<file path="config.mk">
export PLATFORM = sky130hd
export DESIGN_NAME = dac_serial_tx
export DESIGN_NICKNAME = d
export VERILOG_FILES = /design/src/rtl/dac_serial_tx.sv
export SDC_FILE = /design/constraint.sdc
export NUM_CORES = 1
export LEC_CHECK = 0
export BUFFER_PORTS_ARGS = -buffer_cell sky130_fd_sc_hd__buf_2
export CAP_MARGIN = 5
export CORE_MARGIN = 3
export CORE_UTILIZATION = 50
export CTS_CLUSTER_SIZE = 10
export DETAILED_ROUTE_END_ITERATION = 16
export PLACE_DENSITY = 0.71
export SLEW_MARGIN = 20
export SYNTH_ARGS = -nofsm -noshare
export SYNTH_HDL_FRONTEND = slang
export SYNTH_SLANG_ARGS = --single-unit
</file>
<file path="constraint.sdc">
create_clock -name clk -period 1.9 [get_ports clk]
set_input_delay 0.57 -clock clk [delete_from_list [all_inputs] [get_ports clk]]
set_output_delay 0.57 -clock clk [all_outputs]
set_load 0.02 [all_outputs]
</file>
<file path="src/rtl/dac_serial_tx.sv">
// Serial transmitter for the board DAC: {CMD, code} frames shifted MSB first over SYNC_N/SCLK/DIN.
// One pending word absorbs a load that arrives while a frame is in flight.
//
// state   | meaning
// IDLE    | link quiet, waiting for load or a pending word
// SHIFT   | SYNC_N low, bits shifted out, DIN updated on SCLK rising
// GAP     | SYNC_N high between frames, done on first cycle
module dac_serial_tx #(
    parameter int              DATA_W     = 12,
    parameter int              CMD_W      = 4,
    parameter logic [CMD_W-1:0] CMD       = 4'b0011,
    parameter int              CLK_DIV    = 2,
    parameter int              GAP_CYC    = 2,
    parameter int              OFFSET_BIN = 1
) (
    input  logic              clk,
    input  logic              rst_n,
    input  logic [DATA_W-1:0] dac_data,
    input  logic              load,
    output logic              dac_sync_n,
    output logic              dac_sclk,
    output logic              dac_din,
    output logic              busy,
    output logic              done,
    output logic              dropped
);

    localparam int FRAME_W = DATA_W + CMD_W;
    localparam int BIT_W   = $clog2(FRAME_W);

    localparam logic [1:0] S_IDLE  = 2'd0;
    localparam logic [1:0] S_SHIFT = 2'd1;
    localparam logic [1:0] S_GAP   = 2'd2;

    localparam logic [7:0]       DIV_LOAD = 8'(CLK_DIV - 1);
    localparam logic [7:0]       GAP_LOAD = 8'(GAP_CYC - 1);
    localparam logic [BIT_W-1:0] BIT_LAST = BIT_W'(FRAME_W - 1);

    logic [1:0]         state_q, state_d;
    logic [7:0]         div_cnt_q, div_cnt_d;
    logic [7:0]         gap_cnt_q, gap_cnt_d;
    logic [BIT_W-1:0]   bit_cnt_q, bit_cnt_d;
    logic [FRAME_W-1:0] shreg_q, shreg_d;
    logic               pend_valid_q, pend_valid_d;
    logic [DATA_W-1:0]  pend_data_q, pend_data_d;
    logic               sync_n_q, sync_n_d;
    logic               sclk_q, sclk_d;
    logic               din_q, din_d;
    logic               busy_q, busy_d;
    logic               done_q, done_d;
    logic               dropped_q, dropped_d;
    logic [FRAME_W-1:0] frame_w;

    function automatic logic [FRAME_W-1:0] make_frame(input logic [DATA_W-1:0] d);
        logic [DATA_W-1:0] code;
        code = d;
        if (OFFSET_BIN != 0) code[DATA_W-1] = ~d[DATA_W-1];
        return {CMD, code};
    endfunction

    always_comb begin
        state_d      = state_q;
        div_cnt_d    = div_cnt_q;
        gap_cnt_d    = gap_cnt_q;
        bit_cnt_d    = bit_cnt_q;
        shreg_d      = shreg_q;
        pend_valid_d = pend_valid_q;
        pend_data_d  = pend_data_q;
        sync_n_d     = sync_n_q;
        sclk_d       = sclk_q;
        din_d        = din_q;
        busy_d       = busy_q;
        done_d       = 1'b0;
        dropped_d    = 1'b0;
        frame_w      = pend_valid_q ? make_frame(pend_data_q) : make_frame(dac_data);

        case (state_q)
            S_IDLE: begin
                if (pend_valid_q || load) begin
                    state_d   = S_SHIFT;
                    shreg_d   = frame_w;
                    din_d     = frame_w[FRAME_W-1];
                    sync_n_d  = 1'b0;
                    sclk_d    = 1'b1;
                    busy_d    = 1'b1;
                    div_cnt_d = DIV_LOAD;
                    bit_cnt_d = BIT_LAST;
                    // pending word goes first; a simultaneous load becomes the new pending word
                    if (pend_valid_q) begin
                        pend_valid_d = load;
                        pend_data_d  = load ? dac_data : pend_data_q;
                    end
                end
            end
            S_SHIFT: begin
                if (div_cnt_q != 8'd0) begin
                    div_cnt_d = div_cnt_q - 8'd1;
                end else if (sclk_q) begin
                    sclk_d    = 1'b0;
                    div_cnt_d = DIV_LOAD;
                end else if (bit_cnt_q == '0) begin
                    state_d   = S_GAP;
                    sync_n_d  = 1'b1;
                    sclk_d    = 1'b1;
                    din_d     = 1'b0;
                    done_d    = 1'b1;
                    gap_cnt_d = GAP_LOAD;
                end else begin
                    bit_cnt_d = bit_cnt_q - 1'b1;
                    shreg_d   = shreg_q << 1;
                    din_d     = shreg_q[FRAME_W-2];
                    sclk_d    = 1'b1;
                    div_cnt_d = DIV_LOAD;
                end
            end
            S_GAP: begin
                if (gap_cnt_q != 8'd0) begin
                    gap_cnt_d = gap_cnt_q - 8'd1;
                end else begin
                    state_d = S_IDLE;
                    busy_d  = 1'b0;
                end
            end
            default: begin
                state_d  = S_IDLE;
                sync_n_d = 1'b1;
                sclk_d   = 1'b1;
                din_d    = 1'b0;
                busy_d   = 1'b0;
            end
        endcase

        if (busy_q && load) begin
            dropped_d    = pend_valid_q;
            pend_valid_d = 1'b1;
            pend_data_d  = dac_data;
        end
    end

    always_ff @(posedge clk) begin
        if (!rst_n) begin
            state_q      <= S_IDLE;
            div_cnt_q    <= '0;
            gap_cnt_q    <= '0;
            bit_cnt_q    <= '0;
            shreg_q      <= '0;
            pend_valid_q <= 1'b0;
            pend_data_q  <= '0;
            sync_n_q     <= 1'b1;
            sclk_q       <= 1'b1;
            din_q        <= 1'b0;
            busy_q       <= 1'b0;
            done_q       <= 1'b0;
            dropped_q    <= 1'b0;
        end else begin
            state_q      <= state_d;
            div_cnt_q    <= div_cnt_d;
            gap_cnt_q    <= gap_cnt_d;
            bit_cnt_q    <= bit_cnt_d;
            shreg_q      <= shreg_d;
            pend_valid_q <= pend_valid_d;
            pend_data_q  <= pend_data_d;
            sync_n_q     <= sync_n_d;
            sclk_q       <= sclk_d;
            din_q        <= din_d;
            busy_q       <= busy_d;
            done_q       <= done_d;
            dropped_q    <= dropped_d;
        end
    end

    assign dac_sync_n = sync_n_q;
    assign dac_sclk   = sclk_q;
    assign dac_din    = din_q;
    assign busy       = busy_q;
    assign done       = done_q;
    assign dropped    = dropped_q;

endmodule
</file>
== Word level (Yosys, flattened, before mapping) ==
Index checks and enable logic that the tools add are counted.
W data, S select, Z words.

* Input bits: 15
* Word-level logic and storage cells: 108
* Register bits: 56
* Output and inout bits: 6

* Bitwise logic cells: 5
* Add/subtract/negate cells: 3
* Reduce and logical (&&, ||, !) cells: 24
* Equal/unequal tests: 10
* Multiplexer cells: 53

{| class="wikitable"
|+ Operators by type and width
! kind !! number
|-
| $mux W12 || 6
|-
| $mux W8 || 8
|-
| $mux W15 || 4
|-
| $pmux W8 S2 || 2
|-
| $pmux W15 S2 || 1
|-
| $reduce_and A5 Y1 || 4
|-
| $mux W1 || 17
|-
| $mux W4 || 4
|-
| $reduce_bool A8 Y1 || 2
|-
| $sub A8 B1 Y8 const B || 2
|-
| $ne A2 B2 Y1 const B || 7
|-
| $pmux W1 S3 || 4
|-
| $reduce_bool A2 Y1 || 6
|-
| $mux W2 || 5
|-
| $reduce_and A3 Y1 || 3
|-
| $pmux W4 S2 || 1
|-
| $reduce_and A4 Y1 || 2
|-
| $pmux W2 S3 || 1
|-
| $not A1 Y1 || 5
|-
| $logic_not A4 Y1 || 1
|-
| $ne A4 B4 Y1 const B || 1
|-
| $reduce_and A2 Y1 || 2
|-
| $reduce_or A4 Y1 || 1
|-
| $sub A4 B1 Y4 const B || 1
|-
| 5 further kinds || 5
|}

== Depth between registers and ports, before layout ==
* Depth after elaboration: 5
* Mapped depth: 8
* Mapped depth without buffers: 6

== Worst setup path after synthesis ==
Ideal clock, no wire load.

* Kind: register to register
* Start: register div_cnt_q[0]
* End: register shreg_q[0]
* Cell stages (with the launch flop): 9
* Arrival time: 1.799 ns
* Period minus slack after synthesis: 1.932 ns
* Buffers on the path: 2
* Setup slack: -0.032 ns
* Required time: 1.768 ns
* Path through: dfxtp_1 > inv_1 > ha_1 > or4b_4 > buf_6 > o31a_4 > nor2_8 > buf_6 > o32ai_1

* Longest elaborated chain between the ends: 3

{| class="wikitable"
|+ RTL lines
! element !! line !! source
|-
| from (decl) || 40 || <nowiki>logic [7:0] div_cnt_q, div_cnt_d;</nowiki>
|-
| from (signal assigned) || 157 || <nowiki>div_cnt_q <= div_cnt_d;</nowiki>
|-
| $reduce_bool A8 Y1 || 96 || <nowiki>if (div_cnt_q != 8'd0) begin</nowiki>
|-
| $ne A2 B2 Y1 (no source line) || n/a ||
|-
| $reduce_and A5 Y1 (no source line) || n/a ||
|-
| to (signal assigned) || 160 || <nowiki>shreg_q <= shreg_d;</nowiki>
|-
| to (decl) || 43 || <nowiki>logic [FRAME_W-1:0] shreg_q, shreg_d;</nowiki>
|}

Every way passes these cells.
A chain may end at the register's enable or synchronous reset.

== Worst setup path after layout ==
* Start: register div_cnt_q[0]
* End: register bit_cnt_q[1]

* Longest elaborated chain between the ends: 3

{| class="wikitable"
|+ RTL lines
! element !! line !! source
|-
| $reduce_bool A8 Y1 || 96 ||
|-
| $ne A2 B2 Y1 (no source line) || n/a ||
|-
| $reduce_and A5 Y1 (no source line) || n/a ||
|-
| to (signal assigned) || 159 || <nowiki>bit_cnt_q <= bit_cnt_d;</nowiki>
|-
| to (decl) || 42 || <nowiki>logic [BIT_W-1:0] bit_cnt_q, bit_cnt_d;</nowiki>
|}

Every way passes these cells.

==> results_dict.tcl <==
set metrics [dict create \
    synth_edf_count 0 \
    crit_arrival_ps 2040 \
    die_area_um2 6340 \
    crit_path_start_kind "flop" \
    synth.most_common_cell "dfxtp_1" \
    synth_top_area_cell "dfxtp_1" \
    synth_area_leaders "dfxtp_1 41%, mux2i_1 8.5%, o2bb2ai_1 5.5%" \
    synth_simple_gate_area_share_pct 19.3 \
    wl_per_cell_um 14.4 \
    peakVddDrop_mv 0.391 \
    ys.flop_type "dfxtp_1" \
    power_density_nw_per_um2 821 \
    synthAdderAreaFrac_pct 2.31 \
    async_reset_ff_share_pct 0 \
    clk_pin_slew_ps 100 \
    overflow 0 \
    cpMaxStageDelayCell "or4b_4" \
    die_w_um 79.6 \
    synth.distinct_cells 54 \
    boundaryPins 21 \
    synth_commonest_cells "56 x dfxtp_1, 29 x nor2_1, 23 x a21oi_1, 23 x mux2i_1" \
    setup_viol 0 \
    crit_chain "inv_2, ha_4, or4b_4, o31a_4, nor2_8, a311oi_1" \
    totalWireLength_um 5700 \
    start_util_pct 52.4 \
    grtUsageMet3_pct 3.95 \
    finalMaxSlewViolations 0 \
    grt.met2_usage_pct 30.2 \
    critical_path_class "flop to flop" \
    p_leak_uw 0.00127 \
    hold_path_class "flop to flop" \
    max_stage_delay_ps 540 \
    synth_nets 309 \
    grt_pass1_vias 2080 \
    die_height_um 79.6 \
    period_needed_ps 1850 \
    finClkSkew_ps 12.2 \
    synth.yosys.seq_area_share_pct 41.4 \
    syn_avg_cell_area_um2 9.38 \
    top_usage_layer "met2" \
    worst_slew_pin_slew_ps 398 \
    cts-root-buf "clkbuf_8" \
    clkLatencyLatePin_ps 310 \
    synth_warnings 0 \
    numPortBuffers 20 \
    seq_area_um2 1120 \
    fillers 431 \
    cts_max_path_buffers 2 \
    drive_gt1_share_pct 24.9 \
    synth_top_family_by_area "compound AO/OA/AOI/OAI gates" \
    coreArea_um2 5170 \
    grt_pass1_wl_um 9600 \
    cts.sinks 56 \
    cts_tree "built" \
    cap_viol_max_count 0 \
    cts_hold_buffers 0 \
    synthMuxAreaShare_pct 8.49 \
    gp_congestion 0.861 \
    syn_inst 289 \
    final_nets 344 \
    fin_crit_sh_pct 97.4 \
    synth-compound-area-share_pct 22.7 \
    synthToLayoutAreaGrowth_pct 17.5 \
    dr.pass1.iters 4 \
    synth_xor_area_share_pct 1.29 \
    drc 0 \
    multi_input_area_um2 1560 \
    clock.fmax_mhz 540 \
    drt-initial-drc-count 107 \
    netlist_area_um2 2710 \
    critPathMaxFanout 7 \
    cts_buffers 5 \
    whs_ps 466 \
    hold_violations 0 \
    end_kind "flop" \
    relSlewSlack_pct 73.3 \
    vias_per_cell 5.65 \
    path_buf_inv 1 \
    tns_ps 0 \
    ys_ff_latch 56 \
    diodes 0 \
    status "complete, no violations" \
    rows 26 \
    antenna_found_initial 0 \
    ant_nets 0 \
    met1_usage_pct 25.7 \
    rsz0062_at_grt "true" \
    cts-htree-levels 2 \
    hpwl_um 4080 \
    groute.usage.overall_pct 19.0 \
    synth_top_area_share_pct 41.4 \
    via_count 2232 \
    cp_top_family "simple AND/OR/NAND/NOR gates" \
    post-route-util_pct 61.5 \
    critPathRequiredTime_ps 2090 \
    grt_start_max_net_pins 20 \
]
-- metrics by stage --
| stage | setup slack [ps] | cells | area (um2) | power [uW] |
|---|---|---|---|---|
| after floorplan | 38.8 | 289 | 2710 | 1770 |
| after global placement | 43.5 | 383 | 2980 | 1910 |
| after detailed placement | -6.54 | 383 | 2980 | 1920 |
| after CTS | -8.29 | 392 | 3080 | 2590 |
| after global routing | -4.90 | 395 | 3180 | 2740 |
| final | 49.1 | 395 | 3180 | 2610 |
-- power by group --
group | internal [uW] | switching (uW)
clock | 263 | 396
sequential | 1260 | 66.4
combinational | 284 | 347
-- final cells by class --
type | count | area share (%)
repair buffers | 44 | 9.20
multi-input cells | 208 | 48.9
flip-flops and latches | 56 | 35.3
well taps | 70 | 2.75
clock buffers | 5 | 2.16
clock inverters | 3 | 0.668
inverters | 9 | 1.06
-- cell families (layout without fill, tap and decap cells) --
family	Yosys count	in the layout
AOI/OAI and AO/OA	82	82
xor gates and xnor gates	4	4
adders and majority gates	5	5
buffers and inverters	26	61
DFF	56	56
muxes	23	23
and+or+nand+nor	93	94
-- sequential cells by signal, indices dropped and copies added, names as in the netlist, 2 cells and up --
name and flops:
shreg_q 15, gap_cnt_q 8, div_cnt_q 8, pend_data_q 12, bit_cnt_q 4, state_q 2
-- worst reg2reg max path: stages, from the launching register on --
cell and delay (ps):
dfxtp_1 330, inv_2 80, ha_4 130, or4b_4 540
o31a_4 370, nor2_8 190, a311oi_1 100
-- metal layers --
| metal | part of all wire, % | vias to the layer above |
|---|---|---|
| met3 | 3.9 | 6 |
| met1 | 49 | 1050 |
| met4 | 1.4 | 0 |
| met5 | 0 | - |
| li1 | - | 1132 |
| met2 | 46 | 44 |
-- repair_timing --
item	in CTS	in global routing
setup buffers	0	3
setup endpoints to repair	3	36
endpoints found under the hold margin	0	0
gates resized for setup	0	17
pin swaps	2	4
gates cloned	1	0
-- path summary, 6_finish.rpt --
check,cells after the start,startpoint,endpoint,slack [ps]
setup / recovery,6,div_cnt_q[0],bit_cnt_q[1],50
setup reg to reg,6,div_cnt_q[0],bit_cnt_q[1],50
hold reg to reg,2,shreg_q[2],shreg_q[2],470
hold / removal,2,shreg_q[2],shreg_q[2],470
-- cells in the final DEF, fill, tap and decap left out, types with 7 or more instances in the layout --
cell,n
nor3_1,10
o2bb2ai_1,12
buf_2,20
dfxtp_1,55
inv_1,7
a21oi_1,23
buf_4,23
nor2_1,29
nand2_1,17
mux2i_1,23
No activity file was read; power rests on OpenSTA's default activity.
